<file path="src/rtl/kmer_quality_window_if.sv">
// ----------------------------------------------------------------------------
// kmer_quality_window_if
// Bundles the read-setup inputs, the serial base stream handshake and the
// per-window quality outputs of kmer_quality_window.
//   slave  : view taken by kmer_quality_window (consumes bases, emits windows)
//   master : view taken by the feeder / downstream pair driving the block
// Signals:
//   start, kmer_length_in, read_length, q_thresh0..2  read setup
//   base_valid, base_qual, base_ready                  base transfer handshake
//   valid, quality, kmer_length, window_index          window output
//   done, err                                          end-of-read / reject
// ----------------------------------------------------------------------------
interface kmer_quality_window_if #(
    parameter int MAX_KMER_BIT_WIDTH = 6,
    parameter int MAX_KMER_WIDTH     = (1 << MAX_KMER_BIT_WIDTH),
    parameter int PHRED_WIDTH        = 6,
    parameter int MAX_READ_BIT_WIDTH = 10
);
    logic                            start;
    logic [MAX_KMER_BIT_WIDTH-1:0]   kmer_length_in;
    logic [MAX_READ_BIT_WIDTH-1:0]   read_length;
    logic [PHRED_WIDTH-1:0]          q_thresh0;
    logic [PHRED_WIDTH-1:0]          q_thresh1;
    logic [PHRED_WIDTH-1:0]          q_thresh2;
    logic                            base_valid;
    logic [PHRED_WIDTH-1:0]          base_qual;
    logic                            base_ready;
    logic                            valid;
    logic [2*MAX_KMER_WIDTH-1:0]     quality;
    logic [MAX_KMER_BIT_WIDTH-1:0]   kmer_length;
    logic [MAX_READ_BIT_WIDTH-1:0]   window_index;
    logic                            done;
    logic                            err;

    modport slave (
        input  start, kmer_length_in, read_length,
        input  q_thresh0, q_thresh1, q_thresh2,
        input  base_valid, base_qual,
        output base_ready,
        output valid, quality, kmer_length, window_index,
        output done, err
    );

    modport master (
        output start, kmer_length_in, read_length,
        output q_thresh0, q_thresh1, q_thresh2,
        output base_valid, base_qual,
        input  base_ready,
        input  valid, quality, kmer_length, window_index,
        input  done, err
    );
endinterface

</file>
<file path="src/rtl/kmer_quality_window.sv">
// ----------------------------------------------------------------------------
// kmer_quality_window
// Accepts one read's Phred qualities serially, quantizes each base to a 2-bit
// code against three latched thresholds, keeps a sliding window of k codes and
// emits one packed quality vector per k-mer position, followed by a one-cycle
// done pulse.
// Ports:
//   clk   clock
//   rstb  synchronous active-low reset
//   bus   kmer_quality_window_if.slave (setup, base handshake, window outputs)
// ----------------------------------------------------------------------------
module kmer_quality_window #(
    parameter int MAX_KMER_BIT_WIDTH = 6,
    parameter int MAX_KMER_WIDTH     = (1 << MAX_KMER_BIT_WIDTH),
    parameter int PHRED_WIDTH        = 6,
    parameter int MAX_READ_BIT_WIDTH = 10
) (
    input  logic                  clk,
    input  logic                  rstb,
    kmer_quality_window_if.slave  bus
);
    localparam int QW = 2 * MAX_KMER_WIDTH;
    localparam int KB = MAX_KMER_BIT_WIDTH;
    localparam int RB = MAX_READ_BIT_WIDTH;
    localparam int PW = PHRED_WIDTH;

    typedef enum logic [1:0] {
        S_IDLE,
        S_FILL,
        S_SLIDE,
        S_FLUSH
    } state_t;

    state_t          state_q,  state_d;
    logic [KB-1:0]   k_q,      k_d;
    logic [RB-1:0]   len_q,    len_d;
    logic [PW-1:0]   t0_q,     t0_d;
    logic [PW-1:0]   t1_q,     t1_d;
    logic [PW-1:0]   t2_q,     t2_d;
    logic [QW-1:0]   win_q,    win_d;
    logic [RB-1:0]   cnt_q,    cnt_d;
    logic            valid_q,  valid_d;
    logic            done_q,   done_d;
    logic            err_q,    err_d;
    logic [QW-1:0]   qual_q,   qual_d;
    logic [RB-1:0]   idx_q,    idx_d;

    logic            ready;
    logic            xfer;
    logic [1:0]      code;
    logic [KB:0]     ins_pos;
    logic [QW-1:0]   win_ins;
    logic [RB-1:0]   cnt_inc;
    logic [RB-1:0]   k_ext;

    assign ready   = (state_q == S_FILL) || (state_q == S_SLIDE);
    assign xfer    = bus.base_valid && ready;
    assign k_ext   = RB'(k_q);
    assign cnt_inc = cnt_q + 1'b1;

    // Quantize the incoming base against the latched thresholds.
    always_comb begin
        code = 2'd0;
        if (bus.base_qual >= t2_q) begin
            code = 2'd3;
        end else if (bus.base_qual >= t1_q) begin
            code = 2'd2;
        end else if (bus.base_qual >= t0_q) begin
            code = 2'd1;
        end
    end

    // Shift the window one slot toward slot 0 and drop the new code into
    // slot k-1. Slots at or above k start at zero and stay zero because the
    // right shift only ever moves zeros down into slot k-1 before insertion.
    assign ins_pos = {k_q - 1'b1, 1'b0};
    assign win_ins = (win_q >> 2) | ({{(QW-2){1'b0}}, code} << ins_pos);

    always_comb begin
        state_d = state_q;
        k_d     = k_q;
        len_d   = len_q;
        t0_d    = t0_q;
        t1_d    = t1_q;
        t2_d    = t2_q;
        win_d   = win_q;
        cnt_d   = cnt_q;
        valid_d = 1'b0;
        done_d  = 1'b0;
        err_d   = err_q;
        qual_d  = qual_q;
        idx_d   = idx_q;

        unique case (state_q)
            S_IDLE: begin
                if (bus.start) begin
                    k_d   = bus.kmer_length_in;
                    len_d = bus.read_length;
                    t0_d  = bus.q_thresh0;
                    t1_d  = bus.q_thresh1;
                    t2_d  = bus.q_thresh2;
                    win_d = '0;
                    cnt_d = '0;
                    err_d = 1'b0;
                    if ((bus.kmer_length_in == '0) ||
                        (bus.read_length < RB'(bus.kmer_length_in))) begin
                        err_d   = 1'b1;
                        state_d = S_FLUSH;
                    end else begin
                        state_d = S_FILL;
                    end
                end
            end

            S_FILL, S_SLIDE: begin
                if (xfer) begin
                    win_d = win_ins;
                    cnt_d = cnt_inc;
                    if (cnt_inc >= k_ext) begin
                        valid_d = 1'b1;
                        qual_d  = win_ins;
                        idx_d   = cnt_inc - k_ext;
                    end
                    // A read with length == k ends on its first window, so
                    // the read-end test takes priority over entering SLIDE.
                    if (cnt_inc == len_q) begin
                        state_d = S_FLUSH;
                    end else if (cnt_inc == k_ext) begin
                        state_d = S_SLIDE;
                    end
                end
            end

            S_FLUSH: begin
                done_d  = 1'b1;
                state_d = S_IDLE;
            end

            default: begin
                state_d = S_IDLE;
            end
        endcase
    end

    always_ff @(posedge clk) begin
        if (!rstb) begin
            state_q <= S_IDLE;
            k_q     <= '0;
            len_q   <= '0;
            t0_q    <= '0;
            t1_q    <= '0;
            t2_q    <= '0;
            win_q   <= '0;
            cnt_q   <= '0;
            valid_q <= 1'b0;
            done_q  <= 1'b0;
            err_q   <= 1'b0;
            qual_q  <= '0;
            idx_q   <= '0;
        end else begin
            state_q <= state_d;
            k_q     <= k_d;
            len_q   <= len_d;
            t0_q    <= t0_d;
            t1_q    <= t1_d;
            t2_q    <= t2_d;
            win_q   <= win_d;
            cnt_q   <= cnt_d;
            valid_q <= valid_d;
            done_q  <= done_d;
            err_q   <= err_d;
            qual_q  <= qual_d;
            idx_q   <= idx_d;
        end
    end

    assign bus.base_ready   = ready;
    assign bus.valid        = valid_q;
    assign bus.quality      = qual_q;
    assign bus.kmer_length  = k_q;
    assign bus.window_index = idx_q;
    assign bus.done         = done_q;
    assign bus.err          = err_q;

endmodule

</file>
<file path="src/flat_wrapper.sv">
// flat-port wrapper written by rule: the top's interface ports become plain ports
module kmer_quality_window_flat 
#(
    parameter int MAX_KMER_BIT_WIDTH = 6,
    parameter int MAX_KMER_WIDTH     = (1 << MAX_KMER_BIT_WIDTH),
    parameter int PHRED_WIDTH        = 6,
    parameter int MAX_READ_BIT_WIDTH = 10
)
  (clk, rstb, bus_start, bus_kmer_length_in, bus_read_length, bus_q_thresh0, bus_q_thresh1, bus_q_thresh2, bus_base_valid, bus_base_qual, bus_base_ready, bus_valid, bus_quality, bus_kmer_length, bus_window_index, bus_done, bus_err);
  kmer_quality_window_if #(.MAX_KMER_BIT_WIDTH(MAX_KMER_BIT_WIDTH), .MAX_KMER_WIDTH(MAX_KMER_WIDTH), .PHRED_WIDTH(PHRED_WIDTH), .MAX_READ_BIT_WIDTH(MAX_READ_BIT_WIDTH)) bus_i ();
  input  logic clk;
  input  logic rstb;
  input wire logic [$bits(bus_i.start)-1:0] bus_start;
  input wire logic [$bits(bus_i.kmer_length_in)-1:0] bus_kmer_length_in;
  input wire logic [$bits(bus_i.read_length)-1:0] bus_read_length;
  input wire logic [$bits(bus_i.q_thresh0)-1:0] bus_q_thresh0;
  input wire logic [$bits(bus_i.q_thresh1)-1:0] bus_q_thresh1;
  input wire logic [$bits(bus_i.q_thresh2)-1:0] bus_q_thresh2;
  input wire logic [$bits(bus_i.base_valid)-1:0] bus_base_valid;
  input wire logic [$bits(bus_i.base_qual)-1:0] bus_base_qual;
  output wire logic [$bits(bus_i.base_ready)-1:0] bus_base_ready;
  output wire logic [$bits(bus_i.valid)-1:0] bus_valid;
  output wire logic [$bits(bus_i.quality)-1:0] bus_quality;
  output wire logic [$bits(bus_i.kmer_length)-1:0] bus_kmer_length;
  output wire logic [$bits(bus_i.window_index)-1:0] bus_window_index;
  output wire logic [$bits(bus_i.done)-1:0] bus_done;
  output wire logic [$bits(bus_i.err)-1:0] bus_err;
  assign bus_i.start = bus_start;
  assign bus_i.kmer_length_in = bus_kmer_length_in;
  assign bus_i.read_length = bus_read_length;
  assign bus_i.q_thresh0 = bus_q_thresh0;
  assign bus_i.q_thresh1 = bus_q_thresh1;
  assign bus_i.q_thresh2 = bus_q_thresh2;
  assign bus_i.base_valid = bus_base_valid;
  assign bus_i.base_qual = bus_base_qual;
  assign bus_base_ready = bus_i.base_ready;
  assign bus_valid = bus_i.valid;
  assign bus_quality = bus_i.quality;
  assign bus_kmer_length = bus_i.kmer_length;
  assign bus_window_index = bus_i.window_index;
  assign bus_done = bus_i.done;
  assign bus_err = bus_i.err;
  kmer_quality_window #(.MAX_KMER_BIT_WIDTH(MAX_KMER_BIT_WIDTH), .MAX_KMER_WIDTH(MAX_KMER_WIDTH), .PHRED_WIDTH(PHRED_WIDTH), .MAX_READ_BIT_WIDTH(MAX_READ_BIT_WIDTH)) u_core (.clk(clk), .rstb(rstb), .bus(bus_i));
endmodule
</file>
<file path="config.mk">
export PLATFORM = sky130hd
export DESIGN_NAME = kmer_quality_window_flat
export DESIGN_NICKNAME = d
export VERILOG_FILES = /design/src/rtl/kmer_quality_window_if.sv /design/src/rtl/kmer_quality_window.sv /design/src/flat_wrapper.sv
export SDC_FILE = /design/constraint.sdc
export NUM_CORES = 1
export LEC_CHECK = 0
export ABC_AREA = 1
export CAP_MARGIN = 30
export CORE_MARGIN = 10
export CORE_UTILIZATION = 50
export DETAILED_ROUTE_END_ITERATION = 16
export GPL_ROUTABILITY_DRIVEN = 0
export PLACE_DENSITY = 0.82
export REMOVE_ABC_BUFFERS = 1
export SLEW_MARGIN = 20
export SYNTH_ARGS = -nofsm -noshare
export SYNTH_HDL_FRONTEND = slang
export SYNTH_SLANG_ARGS = --single-unit
</file>
<file path="constraint.sdc">
create_clock -name clk -period 2.7 [get_ports clk]
set_input_delay 0.54 -clock clk [delete_from_list [all_inputs] [get_ports clk]]
set_output_delay 0.54 -clock clk [all_outputs]
set_load 0.03 [all_outputs]
</file>
==> results of run 1 <==
==> per-layer routing <==
| metal | global-route usage | vias up | part of all wire |
|---|---|---|---|
| met3 | 0.0451 | 111 | 0.078 |
| li1 | - | 7506 | - |
| met1 | 0.277 | 7035 | 0.40 |
| met2 | 0.377 | 627 | 0.48 |
| met4 | 0.0822 | 0 | 0.038 |
| met5 | 0 | - | 0 |
==> tightest hold or removal path: cells and delay by family <==
kind	cells	cell delay [ps]
buffers and inverters	2	230
AO/OA/AOI/OAI	1	110
==> layout make-up <==
class,count,area [um^2],area share
clock buffer,44,991,0.0511
timing repair inverter,1,8.76,0.000452
inverter,327,1250,0.0645
sequential,313,6270,0.324
tap,390,488,0.0252
multi-input combinational,1541,7100,0.366
clock inverter,18,215,0.0111
timing repair buffer,294,3060,0.158
==> state kept, by name, summed over array words and instances (netlist names) <==
| register | cells |
|---|---|
| u_core.bus.quality | 128 |
| u_core.win_q | 126 |
| u_core.bus.window_index | 10 |
| u_core.cnt_q | 10 |
| u_core.len_q | 10 |
| u_core.bus.kmer_length | 6 |
| u_core.t0_q | 6 |
| u_core.t1_q | 6 |
| u_core.t2_q | 6 |
| u_core.state_q | 2 |
| u_core.bus.done | 1 |
| u_core.bus.err | 1 |
| u_core.bus.valid | 1 |
==> metrics by stage <==
step | worst slack (ps) | util | power [mW] | TNS, ps | cell area [um^2]
finish | -32.7 | 0.654 | 18.3 | -65.0 | 19400
global route | -139 | 0.654 | 19.3 | -9070 | 19400
CTS | -4.17 | 0.638 | 17.8 | -4.17 | 18900
detailed placement | -415 | 0.595 | 12.8 | -58630 | 17600
global placement | -331 | 0.595 | 12.6 | -40970 | 17600
floorplan | -4250 | - | 9.43 | -890220 | 14400
==> logic make-up (layout without fill, tap and decap cells) <==
logic type | after synthesis | after routing | share of synthesized area
muxes | 1 | 1 | 0.000668
and+or+nand+nor | 1248 | 1248 | 0.340
DFF | 313 | 313 | 0.418
AOI/OAI and AO/OA | 247 | 247 | 0.0843
xor gates and xnor gates | 10 | 10 | 0.00634
buffers and inverters | 457 | 684 | 0.121
adders and majority gates | 35 | 35 | 0.0297
==> repair_timing <==
action | 4_1_cts | 5_1_grt
gates resized for setup | 5 | 60
pin swaps | 2 | 10
hold buffers | 0 | 0
buffers inserted | 4 | 10
cloned | 1 | 8
endpoints found under the setup margin | 58 | 179
==> path summary, 6_finish.rpt <==
| check | endpoint | cells after the start |
|---|---|---|
| setup / recovery | u_core.bus.quality[108] | 19 |
| hold reg to reg | u_core.t2_q[1] | 2 |
| hold / removal | u_core.bus.quality[127] | 3 |
| setup reg to reg | u_core.bus.quality[108] | 19 |
==> placed cells by master (no fill, tap or decap), drive strengths merged <==
cell type and count:
clkinv 12, o21bai 1, o211ai 2, inv 329, clkdlybuf4s50 190, nand4 26, nor4 2, dfxtp 313
a211oi 2, o21a 1, clkbuf 50, nand3 209, nor3 1, o31ai 1, nor2 217, ha 34
a22oi 1, fa 1, nand2 791, xor2 8, clkinvlp 1, a21oi 185, o21ai 53, mux2i 1
buf 98, a21o 1, bufinv 4, xnor2 2, or2 2
==> where the power goes <==
part | leakage [nW] | total (mW) | internal [mW] | switching (mW)
registers | 2.54 | 5.42 | 5.13 | 0.289
clock network | 0.601 | 4.96 | 3.00 | 1.96
logic | 5.95 | 7.97 | 2.63 | 5.34
total | 9.09 | 18.3 | 10.8 | 7.58
==> results.txt, run 1 <==
status - finished with violations
failing checks - setup timing
Post-Syn Area - 15000 um^2
Sink Count - 313
Buf+Inv Stages, Crit Path - 6
via total after detailed routing - 15300
Detailed Routing Iterations Pass 1 - 5
CP Capture Type - flop
PwrDens - 947 nW/um^2
Slew Limit Fails - 0
TritonCTS buffer count - 35
crit path launch type - flop
Peak VDD IR - 0.000819 V
Hold Vio Cnt, Final - 0
DR DRC count - 0
largest net degree at the start of global routing - 136
clock-pin slew on the worst setup and hold paths - 60 ps
clock skew - 21.9 ps
initial antenna violation count - 0
Routed Antenna Nets - 0
delay-heaviest family, CP - simple AND/OR/NAND/NOR gates
HPWL after detailed placement - 29300 um
ys async rst share - 0
maximum clock rate - 366 MHz
die width - 193 um
Crit. Startpoint - u_core.cnt_q[0]
Post-synth top cells - nand2_1, inv_1, dfxtp_1
Avg Vias per Cell - 5.22
Slew HR - 0.491
Synth Instances - 2311
row count - 63
post-synth top area cell - dfxtp_1
CP Class - flop to flop
total gr overflow - 0
root buffer selected by CTS - clkbuf_16
vias in the first global route - 14200
R2R Setup Slk - -30 ps
first-pass GRT wire length - 69200 um
Leak Pwr - 9.09 nW
Routed wire per std cell - 15.5 um
post-synthesis cell type count - 37
crit path time final - 2730 ps
Hold Path Class - input port to flop
Final WS setup - -32.7 ps
CTS tree - built
worst path required time - 3150 ps
worst hold slack - 404 ps
full die area - 37300 um^2
Initial Util - 0.506
Placed Cells - 2843
H-Tree Depth - 2
Main synth FF type - dfxtp_1
Fillers - 2542
WP data arrival - 3180 ps
synth top area cells - dfxtp_1, nand2_1, inv_1
GRT Util Overall - 0.223
Syn. warnings - 0
Seq/Total Area, Yosys - 0.418
CP max FO - 10
Port Buf Inserts - 191
Max clock buf depth - 3
die height - 193 um
post-synthesis register bit count - 313
Max Cap Viol - 0
count of final setup violators - 5
most frequent cell after synthesis - nand2_1
final net count - 2592
clk_lat worst skew - 520 ps
Post-synth EDFFs - 0
layout cells sized above 1 - 0.0938
Worst path slowest cell - dfxtp_4
P&R area growth vs syn - 29.3%
crit-path most repeated cell - nand2_2
final wirelength - 45400 um
Non-Filler Instances - 2928
hold_sp - rstb
core area - 29600 um^2
ANT cells - 0
fin crit share - 1.01
IO Count - 192
Critical Path, Cell by Cell - buf_6 > inv_4 > nor2_4 > nand2_2 > nand2_2 > ha_4 > a21oi_2 > nand2_2 > a21oi_2 > nor2_2 > nor2_2 > o211ai_2 > nand2_4 > clkinv_8 > buf_12 > buf_4 > nand3_1 > nand2_1 > inv_1
Worst R2R Start - u_core.cnt_q[0]
Mean Syn Cell Area - 6.49 um^2
worst slew pin tran - 762 ps
share of the synthesized area in the top cell type - 0.418
CP peak stage delay - 400 ps
iteration-0 DRC count of the detailed router - 1820
Power figures use the tool's default switching activity.
==> run 2, diff against run 1 <==
--- a/config.mk
+++ b/config.mk
@@ -7,7 +7,6 @@
 export LEC_CHECK = 0
 export ABC_AREA = 1
 export CAP_MARGIN = 30
-export CORE_MARGIN = 10
 export CORE_UTILIZATION = 50
 export DETAILED_ROUTE_END_ITERATION = 16
 export GPL_ROUTABILITY_DRIVEN = 0
==> run 2 against run 1 <==
  * Clock skew down 1.2 ps
  * Die area shrank 18%
  * Via count is 1.4% lower
  * Utilization shrank 0.46 points
  * Largest cell class unchanged
  * Final area shrank 0.97%
  * Sequential cell count is the same
  * Non-clock buffer count shrank 17
  * The run still ends with setup timing left
  * First-iteration DRC count down 35%
  * Critical path depth is 2 lower
  * Final cell count decreased by 0.72%
==> results.txt, run 2 (synthesized netlist as in run 1, its figures left out) <==
Detailed Routing Iterations Pass 1 - 5 (unchanged)
Hold Vio Cnt, Final - 0 (unchanged)
crit path time final - 2710 ps (-24.9 ps)
CTS Hold Bufs - 0 (unchanged)
Max clock buf depth - 3 (unchanged)
Peak VDD IR - 0.000608 V (-26%)
total gr overflow - 0 (unchanged)
final wirelength - 43100 um (-5.0%)
Sink Count - 313 (unchanged)
crit path launch type - flop
CP max FO - 14 (+4)
GRT Util Overall - 0.262 (+0.0387)
worst path required time - 3170 ps (+20 ps)
core area - 29600 um^2 (-0.27%)
Initial Util - 0.507 (+0.00135)
crit-path most repeated cell - nor2_1
clock skew - 20.7 ps (-1.20 ps)
CP Capture Type - flop
failing checks - setup timing
ANT cells - 0 (unchanged)
Port Buf Inserts - 191 (unchanged)
Slew Limit Fails - 0 (unchanged)
fin crit share - 1.00 (-0.00922)
Tot Pwr - 17.8 mW (-2.9%)
CTS tree - built
CP Class - flop to flop
WP data arrival - 3180 ps (about the same)
Leak Pwr - 8.96 nW (-1.5%)
Final WS setup - -7.83 ps (+24.9 ps)
via total after detailed routing - 15100 (-1.4%)
Critical Path, Cell by Cell - ha_2 > nor2_1 > nor2_4 > ha_4 > a21oi_2 > nand2_2 > a21oi_2 > nor2_1 > nor2_1 > o211ai_2 > nand2_4 > clkinv_8 > buf_16 > buf_4 > nand3_1 > nand2_1 > inv_1
initial antenna violation count - 0 (unchanged)
first-pass GRT wire length - 66100 um (-4.4%)
DR DRC count - 0 (unchanged)
Worst path slowest cell - dfxtp_4
CP peak stage delay - 360 ps (-40 ps)
worst slew pin tran - 744 ps (-18.1 ps)
H-Tree Depth - 2 (unchanged)
die height - 175 um (-9.3%)
Max Cap Viol - 0 (unchanged)
full die area - 30700 um^2 (-18%)
largest net degree at the start of global routing - 136 (unchanged)
Fillers - 2541 (-0.039%)
HPWL after detailed placement - 27300 um (-6.7%)
vias in the first global route - 13700 (-3.1%)
clock-pin slew on the worst setup and hold paths - 60 ps (about the same)
count of final setup violators - 1 (-4)
DP Area - 17600 um^2 (about the same)
die width - 175 um (-9.3%)
TritonCTS buffer count - 34 (-2.9%)
final setup TNS - -7.83 ps (+57.2 ps)
row count - 63 (unchanged)
P&R area growth vs syn - 28.0%
Routed wire per std cell - 14.8 um (-4.3%)
iteration-0 DRC count of the detailed router - 1187 (-35%)
max FFs per register - 128 (unchanged)
Avg Vias per Cell - 5.18 (-0.69%)
Multi-input gate area - 7090 um^2 (about the same)
root buffer selected by CTS - clkbuf_16
most common cell after layout, fill and taps aside - nand2_1
worst hold slack - 463 ps (+59.2 ps)
pre-CTS WS - -526 ps (-110 ps)
Slew HR - 0.503 (+0.0121)
PwrDens - 928 nW/um^2 (-1.9%)
Reg area - 6270 um^2 (unchanged)
clk_lat worst skew - 520 ps (about the same)
Hold Path Class - flop to flop
Routed Antenna Nets - 0 (unchanged)
most frequent cells in the layout - nand2_1, inv_1, dfxtp_1
post-layout instance area - 19200 um^2 (-0.97%)
IO Count - 192 (unchanged)
status - finished with violations
final net count - 2575 (-0.66%)
layout cells sized above 1 - 0.0830 (-0.0107)
maximum clock rate - 369 MHz (+0.92%)
[run 2: per-layer routing]
metal / up-vias / track usage / part of all wire
met4: 0 / 0.128 / 0.038
met3: 105 / 0.0385 / 0.073
met2: 589 / 0.444 / 0.47
met1: 6891 / 0.326 / 0.41
met5: - / 0 / 0
li1: 7479 / - / -
[run 2: through the flow]
stage | utilization | std cells
after floorplan | - | 2181
after global routing | 0.649 | 2907
after global placement | 0.596 | 2834
after detailed placement | 0.596 | 2834
after CTS | 0.634 | 2892
final | 0.649 | 2907
[run 2: cell type report]
| cell class | count | share of cell area |
|---|---|---|
| Clock inverter | 12 | 0.00684 |
| Inverter | 327 | 0.0650 |
| Sequential cell | 313 | 0.327 |
| Timing Repair Buffer | 277 | 0.155 |
| Multi-Input combinational cell | 1541 | 0.369 |
| Clock buffer | 45 | 0.0501 |
| Timing Repair inverter | 2 | 0.000913 |
| Tap cell | 390 | 0.0254 |
[run 2: worst paths after layout]
check	from	to	slack [ps]	cells after the start
setup / recovery	u_core.cnt_q[0]	u_core.bus.quality[40]	-8	17
hold / removal	u_core.win_q[109]	u_core.win_q[109]	460	2
setup reg to reg	u_core.cnt_q[0]	u_core.bus.quality[40]	-8	17
hold reg to reg	u_core.win_q[109]	u_core.win_q[109]	460	2
[run 2: timing repair]
action | in CTS | in global routing
setup endpoints to repair | 19 | 167
gates cloned | 0 | 12
pin swaps | 1 | 7
buffers inserted | 1 | 3
resized for setup | 3 | 42
[run 2: worst max-delay path, delay by kind of cell, from the launching register on]
kind,cells,cell delay (ps)
AND/OR/NAND/NOR,8,1000
buffers and inverters,4,510
AO/OA/AOI/OAI,3,420
adder cells (fa/ha/maj),2,380
flip-flops,1,360
[run 2: where the power goes]
part,internal (mW),switching [mW]
clock network,2.70,1.88
registers,5.13,0.286
logic,2.58,5.25
